$ cat src/rtl/mac_pkg.sv
// mac_pkg: shared types for the MAC operand sequencer.
// State encoding and accumulator width helper.
package mac_pkg;

  typedef enum logic [2:0] {
    IDLE   = 3'd0,
    CLEAR  = 3'd1,
    STREAM = 3'd2,
    DRAIN  = 3'd3,
    RESULT = 3'd4
  } mac_seq_state_t;

  function automatic int MAC_ACC_W(input int dw);
    return 3 * dw;
  endfunction

endpackage

$ cat src/rtl/mac_operand_sequencer_if.sv
// mac_operand_sequencer_if: FIFO, MAC and result bundle.
// master = sequencer side, slave = surrounding lane.
interface mac_operand_sequencer_if #(
  parameter int DW = 8
);
  import mac_pkg::*;

  localparam int AW = MAC_ACC_W(DW);

  logic          start;
  logic          busy;
  logic          done;
  logic          a_rd_en;
  logic          a_empty;
  logic [DW-1:0] a_data;
  logic          b_rd_en;
  logic          b_empty;
  logic [DW-1:0] b_data;
  logic          mac_en;
  logic          mac_clr;
  logic [DW-1:0] mac_ain;
  logic [DW-1:0] mac_bin;
  logic [AW-1:0] mac_cout;
  logic          res_valid;
  logic          res_ready;
  logic [AW-1:0] res_data;

  modport master (
    input  start, a_empty, a_data,
    input  b_empty, b_data,
    input  mac_cout, res_ready,
    output busy, done,
    output a_rd_en, b_rd_en,
    output mac_en, mac_clr,
    output mac_ain, mac_bin,
    output res_valid, res_data
  );

  modport slave (
    output start, a_empty, a_data,
    output b_empty, b_data,
    output mac_cout, res_ready,
    input  busy, done,
    input  a_rd_en, b_rd_en,
    input  mac_en, mac_clr,
    input  mac_ain, mac_bin,
    input  res_valid, res_data
  );

endinterface

$ cat src/rtl/mac_operand_sequencer.sv
// mac_operand_sequencer: pops paired operands into one MAC lane.
// Optional stall counter port: define MAC_SEQ_STALL_CNT_EN.
module mac_operand_sequencer
  import mac_pkg::*;
#(
  parameter int DATA_WIDTH = 8,
  parameter int VEC_LEN    = 8
) (
  input  logic clk,
  input  logic rst_n,
  mac_operand_sequencer_if.master bus
`ifdef MAC_SEQ_STALL_CNT_EN
  ,
  output logic [15:0] stall_cnt
`endif
);

  localparam int CW = $clog2(VEC_LEN + 1);
  localparam int AW = MAC_ACC_W(DATA_WIDTH);

  localparam logic [CW-1:0] FULL = CW'(VEC_LEN);
  localparam logic [CW-1:0] LAST = CW'(VEC_LEN - 1);

  localparam logic [2:0] S_IDLE   = IDLE;
  localparam logic [2:0] S_CLEAR  = CLEAR;
  localparam logic [2:0] S_STREAM = STREAM;
  localparam logic [2:0] S_DRAIN  = DRAIN;
  localparam logic [2:0] S_RESULT = RESULT;

  logic [2:0]    state_q, state_d;
  logic [CW-1:0] issued_q, issued_d;
  logic          drain_q, drain_d;
  logic          en_q;
  logic [AW-1:0] res_q, res_d;

  logic st_idle, st_clear, st_stream;
  logic st_drain, st_result;
  logic pop, last_pop;

  assign st_idle   = (state_q == S_IDLE);
  assign st_clear  = (state_q == S_CLEAR);
  assign st_stream = (state_q == S_STREAM);
  assign st_drain  = (state_q == S_DRAIN);
  assign st_result = (state_q == S_RESULT);

  assign pop = st_stream
             && !bus.a_empty
             && !bus.b_empty
             && (issued_q < FULL);

  assign last_pop = pop && (issued_q == LAST);

  // next-state decode
  always_comb begin
    state_d = state_q;
    unique case (1'b1)
      st_idle:   if (bus.start) state_d = S_CLEAR;
      st_clear:  state_d = S_STREAM;
      st_stream: if (last_pop) state_d = S_DRAIN;
      st_drain:  if (drain_q) state_d = S_RESULT;
      st_result: if (bus.res_ready) state_d = S_IDLE;
      default:   state_d = S_IDLE;
    endcase
  end

  // pop counter, 2-cycle drain timer, result capture
  always_comb begin
    issued_d = issued_q;
    if (st_clear) begin
      issued_d = '0;
    end else if (pop) begin
      issued_d = issued_q + CW'(1);
    end
    drain_d = st_drain && !drain_q;
    res_d   = res_q;
    if (st_drain && drain_q) begin
      res_d = bus.mac_cout;
    end
  end

  // state and datapath registers
  always_ff @(posedge clk or negedge rst_n) begin
    if (!rst_n) begin
      state_q  <= S_IDLE;
      issued_q <= '0;
      drain_q  <= 1'b0;
      en_q     <= 1'b0;
      res_q    <= '0;
    end else begin
      state_q  <= state_d;
      issued_q <= issued_d;
      drain_q  <= drain_d;
      en_q     <= pop;
      res_q    <= res_d;
    end
  end

  // operands are gated by En so the MAC inputs read 0 when idle
  assign bus.a_rd_en   = pop;
  assign bus.b_rd_en   = pop;
  assign bus.mac_en    = en_q;
  assign bus.mac_clr   = st_clear;
  assign bus.mac_ain   = en_q ? bus.a_data : '0;
  assign bus.mac_bin   = en_q ? bus.b_data : '0;
  assign bus.busy      = !st_idle;
  assign bus.res_valid = st_result;
  assign bus.res_data  = res_q;
  assign bus.done      = st_result && bus.res_ready;

`ifdef MAC_SEQ_STALL_CNT_EN
  logic [15:0] stall_q, stall_d;

  // saturating count of starved STREAM cycles
  always_comb begin
    stall_d = stall_q;
    if (st_clear) begin
      stall_d = '0;
    end else if (st_stream && !pop
                 && (issued_q < FULL)
                 && (stall_q != 16'hFFFF)) begin
      stall_d = stall_q + 16'd1;
    end
  end

  // stall counter register
  always_ff @(posedge clk or negedge rst_n) begin
    if (!rst_n) begin
      stall_q <= '0;
    end else begin
      stall_q <= stall_d;
    end
  end

  assign stall_cnt = stall_q;
`endif

endmodule

$ cat src/flat_wrapper.sv
// flat-port wrapper written by rule: the top's interface ports become plain ports
module mac_operand_sequencer_flat import mac_pkg::*;
#(
  parameter int DATA_WIDTH = 8,
  parameter int VEC_LEN    = 8
)
  (clk, rst_n, bus_start, bus_a_empty, bus_a_data, bus_b_empty, bus_b_data, bus_mac_cout, bus_res_ready, bus_busy, bus_done, bus_a_rd_en, bus_b_rd_en, bus_mac_en, bus_mac_clr, bus_mac_ain, bus_mac_bin, bus_res_valid, bus_res_data);
  mac_operand_sequencer_if #(.DW((8))) bus_i ();
  input  logic clk;
  input  logic rst_n;
  input wire logic [$bits(bus_i.start)-1:0] bus_start;
  input wire logic [$bits(bus_i.a_empty)-1:0] bus_a_empty;
  input wire logic [$bits(bus_i.a_data)-1:0] bus_a_data;
  input wire logic [$bits(bus_i.b_empty)-1:0] bus_b_empty;
  input wire logic [$bits(bus_i.b_data)-1:0] bus_b_data;
  input wire logic [$bits(bus_i.mac_cout)-1:0] bus_mac_cout;
  input wire logic [$bits(bus_i.res_ready)-1:0] bus_res_ready;
  output wire logic [$bits(bus_i.busy)-1:0] bus_busy;
  output wire logic [$bits(bus_i.done)-1:0] bus_done;
  output wire logic [$bits(bus_i.a_rd_en)-1:0] bus_a_rd_en;
  output wire logic [$bits(bus_i.b_rd_en)-1:0] bus_b_rd_en;
  output wire logic [$bits(bus_i.mac_en)-1:0] bus_mac_en;
  output wire logic [$bits(bus_i.mac_clr)-1:0] bus_mac_clr;
  output wire logic [$bits(bus_i.mac_ain)-1:0] bus_mac_ain;
  output wire logic [$bits(bus_i.mac_bin)-1:0] bus_mac_bin;
  output wire logic [$bits(bus_i.res_valid)-1:0] bus_res_valid;
  output wire logic [$bits(bus_i.res_data)-1:0] bus_res_data;
  assign bus_i.start = bus_start;
  assign bus_i.a_empty = bus_a_empty;
  assign bus_i.a_data = bus_a_data;
  assign bus_i.b_empty = bus_b_empty;
  assign bus_i.b_data = bus_b_data;
  assign bus_i.mac_cout = bus_mac_cout;
  assign bus_i.res_ready = bus_res_ready;
  assign bus_busy = bus_i.busy;
  assign bus_done = bus_i.done;
  assign bus_a_rd_en = bus_i.a_rd_en;
  assign bus_b_rd_en = bus_i.b_rd_en;
  assign bus_mac_en = bus_i.mac_en;
  assign bus_mac_clr = bus_i.mac_clr;
  assign bus_mac_ain = bus_i.mac_ain;
  assign bus_mac_bin = bus_i.mac_bin;
  assign bus_res_valid = bus_i.res_valid;
  assign bus_res_data = bus_i.res_data;
  mac_operand_sequencer #(.DATA_WIDTH(DATA_WIDTH), .VEC_LEN(VEC_LEN)) u_core (.clk(clk), .rst_n(rst_n), .bus(bus_i));
endmodule
$ cat config.mk
export PLATFORM = sky130hd
export DESIGN_NAME = mac_operand_sequencer_flat
export DESIGN_NICKNAME = d
export VERILOG_FILES = /design/src/rtl/mac_pkg.sv /design/src/rtl/mac_operand_sequencer_if.sv /design/src/rtl/mac_operand_sequencer.sv /design/src/flat_wrapper.sv
export SDC_FILE = /design/constraint.sdc
export NUM_CORES = 1
export LEC_CHECK = 0
export ABC_AREA = 0
export CORE_MARGIN = 1.5
export CORE_UTILIZATION = 45
export DETAILED_ROUTE_END_ITERATION = 6
export DONT_BUFFER_PORTS = 1
export PLACE_DENSITY = 0.63
export SKIP_CTS_REPAIR_TIMING = 1
export SYNTH_ARGS = -nofsm -noshare
export SYNTH_HDL_FRONTEND = slang
export SYNTH_SLANG_ARGS = --single-unit
export TNS_END_PERCENT = 5
$ cat constraint.sdc
create_clock -name clk -period 1.7 [get_ports clk]
set_input_delay 0.51 -clock clk [delete_from_list [all_inputs] [get_ports clk]]
set_output_delay 0.51 -clock clk [all_outputs]
set_load 0.02 [all_outputs]
==> Word-level counts from Yosys, hierarchy flattened <==
Index checks and enable logic that the tools add are counted.
{ "op_classes": {"mux": 9, "n_eq_ne": 9, "magnitude_cmp": 1, "reduce_logical": 14, "n_addsub": 1} }
{ "ops": {"columns": ["operator", "n"], "rows": [
  ["two-way mux 8 bit", 2],
  ["one-hot mux 3 bit (5 select lines)", 1],
  ["two-way mux 3 bit", 4],
  ["two-way mux 4 bit", 2],
  ["logical AND 1 bit", 7],
  ["== test 3 x 2 -> 1 bit, second input constant", 2],
  ["inequality test 2 bit, second input constant", 3],
  ["adder 4 x 1 -> 4 bit, second input constant", 1],
  ["== test 4 x 3 -> 1 bit, second input constant", 1],
  ["logical NOT 1 bit", 4],
  ["less-than comparator 4 bit, second input constant", 1],
  ["AND reduction 4 bit", 1],
  ["== test 3 x 1 -> 1 bit, second input constant", 1],
  ["== test 3 bit, second input constant", 1],
  ["logical NOT 3 bit", 1],
  ["inequality test 2 x 1 -> 1 bit, second input constant", 1],
  ["nonzero test 2 bit", 1]
]} }
{ "word_totals": {"out_inout_bits": 47, "input_bits": 46, "ff_bits": 33, "elab_cells": 39} }

==> Depth between registers and ports, before layout <==
{ "logic_depth": {"word_depth": 7, "mapped_depth": 4, "ltp_nobuf": 3} }

==> Worst setup path before layout <==
OpenSTA, ideal clock, no wires.
{ "synth_timing": {"kind": "in2out", "startpoint": "input port bus_a_empty", "endpoint": "output port bus_b_rd_en", "path_stages": 4, "required_ps": 1190, "n_path_buf": 1, "path_slack_ps": -141, "arrival_time_ps": 1331, "path_cell_list": "nor4b_4 -> nand2_1 -> inv_1 -> buf_4"} }
{ "synth_via": {"elab_chain_len": 4} }
{ "synth_lines": {"columns": ["item", "line", "text"], "rows": [
  ["start: declaration", "flat_wrapper.sv:12", "input wire logic [$bits(bus_i.a_empty)-1:0] bus_a_empty;"],
  ["logical NOT 1 bit", "mac_operand_sequencer.sv:47", "&& !bus.a_empty"],
  ["logical AND 1 bit", "mac_operand_sequencer.sv:47", null],
  ["logical AND 1 bit", "mac_operand_sequencer.sv:48", "&& !bus.b_empty"],
  ["logical AND 1 bit", "mac_operand_sequencer.sv:49", "&& (issued_q < FULL);"],
  ["end: declaration", "flat_wrapper.sv:21", "output wire logic [$bits(bus_i.b_rd_en)-1:0] bus_b_rd_en;"]
]} }
No other way between the ends.

==> Worst setup path in the final report <==
{ "layout_timing": {"startpoint": "register u_core.state_q[2]", "endpoint": "output port bus_busy"} }
{ "layout_via": {"elab_chain_len": 2} }
{ "layout_lines": {"columns": ["item", "line", "text"], "rows": [
  ["start: declaration", "mac_operand_sequencer.sv:30", "logic [2:0] state_q, state_d;"],
  ["start signal: assignment", "mac_operand_sequencer.sv:90", "state_q <= state_d;"],
  ["logical NOT 3 bit", "mac_operand_sequencer.sv:40", "assign st_idle = (state_q == S_IDLE);"],
  ["logical NOT 1 bit", "mac_operand_sequencer.sv:105", "assign bus.busy = !st_idle;"],
  ["end: declaration", "flat_wrapper.sv:18", "output wire logic [$bits(bus_i.busy)-1:0] bus_busy;"]
]} }
No other way between the ends.

==> impl_results.md <==
- Status: finished with violations
- Violated checks: negative setup slack
- Fin nets: about 170
- Syn nets: 156
- Sink Count: 33
- Detailed placement HPWL: 2.19 mm
- # fillers: between 200 and 300
- Largest net degree at the start of global routing: 34
- Combinational fraction of design power: slightly below 30%
- Synth Cell Area: approximately 1500 um^2
- DIE AREA: 3740 um^2
- Crit share post-route: 107%
- Maximum VDD drop: approximately 780 uV
- Final setup fails: 6
- Syn Area/Cell: 14.0 um^2
- CP endpoint: bus_busy
- Number of synthesized flops with an enable pin: 0
- Area Growth Syn to Fin: 12.4%
- Initial antenna violation count: 0
- RR Endpoint: u_core.bus.res_data[7]
- Worst path slowest cell: dfrtp_1
- Final antenna-violating net count: 0
- CP max FO: 5
- Clock Latency Late Sink: approximately 0.33 ns
- Post-synthesis cell count: 109
- Antenna cells: 0
- Grt ovf: 0
- Warnings, synthesis: 0
- Number of cell rows: 20
- Global-route usage over all layers: between 15 and 20%
- Register area share after synthesis: around 54%
- Final Hold Fails: 0
- Clock power frac: 13.2%
- Root Buffer: clkbuf_4
- Die width: between 60 and 70 um
- Inserted Clock Buffers: 5
- Clock Skews: 0.0139 ns
- Measured slew at the worst slew-check pin: 0.468 ns
- RSZ-0062 raised after global routing: true
- Number of I/O pins: between 90 and 100
- Worst reg-to-reg setup slack: 0.08 ns
- Leakage power: about 0.86 nW
- Async S/R FF share, synth: between 90% and 100%
- Worst Hold Class: input pin to flop
- Power density cells: ~1900 nW/um^2
- Rel. slew slack: a little under 70%
- Cell chain of the critical path: buf_6, or3_4
- Drt via density: between 5 and 6
- Highest Clock Rate: 0.552 GHz
- CP Class: flop to output pin
- MaxCap Viol Count: 0
- First-pass GRT wire length: 4.11 mm
- Crit. End Element: output pin
- Die H: 61.2 um
- Delay-heaviest family, CP: flip-flops
- Multi-input logic area: 664 um^2
- Net Sw Power: 1.34 mW
- Crit path depth: 2
- Vias in the first global route: 888
- Power Total: 3.22 mW
- Storage cell area: approximately 830 um^2
- Flops & latches, synth: 33
- Worst setup margin: -0.112 ns
- Drt drc: 0
- Final TNS setup: -0.418 ns
- Reg2reg path depth: 4
- Core area: ~3100 um^2
- Avg WL per Cell: about 19 um
- Worst setup path start: u_core.state_q[2]
- Main synth FF type: dfrtp_1
- Sequential share of power: between 50 and 60%
- CTS tree: yes
- Layout cells sized above 1: 43.8%
- Post-synth cell types: 24
- Crit path time final: 1.81 ns
- Pint: roughly 1.9 mW
- I/O Buffers: 0
- CTS Buffer Depth: 2
- Arr. time, crit path: 1.30 ns
- Initial Utilization: between 40% and 50%
- H-tree Lvls: 2
- CP Launch Type: flop
- Reg2reg start: u_core.state_q[1]
- DR pass1 iterations: 2
- Reg clk slew, reported paths: around 0.10 ns
- Vias: 879
- Net switching fraction of the power: roughly two fifths
- CP bufs+invs: 1
- CP max stage delay: 0.43 ns
- Crit path required time: ~1.2 ns
- Routability congestion estimate: approximately 0.76
- DRT iter0 DRCs: 25
- Final Slew Violations: 0
- Final wirelength: 3.11 mm
==> cell type report <==
| type | count | area share (%) |
|---|---|---|
| Tap cell | 44 | 3.22 |
| Clock buffer | 5 | 2.19 |
| Multi-Input combinational cell | 67 | 38.8 |
| Clock inverter | 3 | 1.02 |
| Inverter | 5 | 1.54 |
| Sequential cell | 33 | 48.4 |
| Timing Repair Buffer | 8 | 4.82 |
==> logic make-up after synthesis <==
| group | Yosys count | synth area share [%] |
|---|---|---|
| AO/OA/AOI/OAI | 7 | 2.96 |
| buffers and inverters | 9 | 3.45 |
| adder cells (fa/ha/maj) | 1 | 0.822 |
| AND/OR/NAND/NOR | 33 | 14.8 |
| flip-flops | 33 | 54.2 |
| multiplexers | 26 | 23.7 |
==> cell usage after synthesis (2+ instances only) <==
master,n,area share [%]
dfrtp_1,33,54
mux2_4,19,19
and2_1,16,6.6
inv_1,5,1.2
mux2_2,5,3.7
nand2_1,5,1.2
o21ai_0,4,1.3
nand3_1,3,0.99
buf_6,2,1.5
mux2i_1,2,1.3
nor2_1,2,0.49
==> placed cells by master, fill, tap and decap left out, types with 2 or more instances in the layout <==
| cell type | count |
|---|---|
| dfrtp_1 | 31 |
| mux2_4 | 19 |
| and2_1 | 16 |
| mux2_2 | 5 |
| clkbuf_4 | 5 |
| nand2_1 | 4 |
| o21ai_0 | 4 |
| buf_4 | 4 |
| nand3_1 | 3 |
| nor2_2 | 2 |
| mux2i_1 | 2 |
| inv_1 | 2 |
| clkinv_2 | 2 |
| buf_6 | 2 |
| dfrtp_2 | 2 |
==> routing by layer <==
layer | up-vias | wire, um | part of all wire (%) | global-route usage (%)
li1 | 394 | - | - | -
met1 | 417 | 1190 | 38 | 17.3
met2 | 64 | 1580 | 51 | 27.1
met3 | 4 | 310 | 10 | 6.30
met4 | 0 | 24 | 0.77 | 7.14
met5 | - | 0 | 0 | 0
==> power by group through the flow <==
stage | Clock (mW) | Sequential, mW | Combinational (mW)
CTS | 0.437 | 1.83 | 0.895
detailed placement | 0 | 1.84 | 0.883
global placement | 0 | 1.83 | 0.864
global route | 0.476 | 1.90 | 1.03
finish | 0.424 | 1.84 | 0.955
floorplan | 0 | 1.76 | 0.787
==> state kept, by name, indices dropped and copies added (netlist names) <==
| signal | cells |
|---|---|
| u_core.drain_q | 1 |
| u_core.issued_q | 4 |
| u_core.bus.res_data | 24 |
| u_core.bus.mac_en | 1 |
| u_core.state_q | 3 |
==> worst min path at each step <==
stage | cells past startpoint | endpoint | slack, ns | from
after detailed placement | 0 | u_core.bus.res_data[19] | 0.22 | rst_n
after floorplan | 0 | u_core.bus.mac_en | 0.21 | rst_n
after global placement | 0 | u_core.bus.res_data[19] | 0.22 | rst_n
after global routing | 1 | u_core.state_q[2] | 0.28 | bus_res_ready
after CTS | 0 | u_core.bus.res_data[15] | -0.16 | rst_n
final | 1 | u_core.state_q[2] | 0.30 | bus_res_ready
==> per-stage QoR <==
step	hold slack (ns)	instances	setup WS (ns)	cell area (um^2)	utilization, %
after CTS	-0.156	161	-0.267	1630	52.1
after floorplan	0.214	109	-0.0513	1530	-
after detailed placement	0.215	153	0.0664	1570	50.3
final	0.298	165	-0.112	1710	54.7
after global placement	0.215	153	0.0946	1570	50.3
after global routing	0.279	165	-0.169	1710	54.7
No activity file was read; power rests on OpenSTA's default activity.
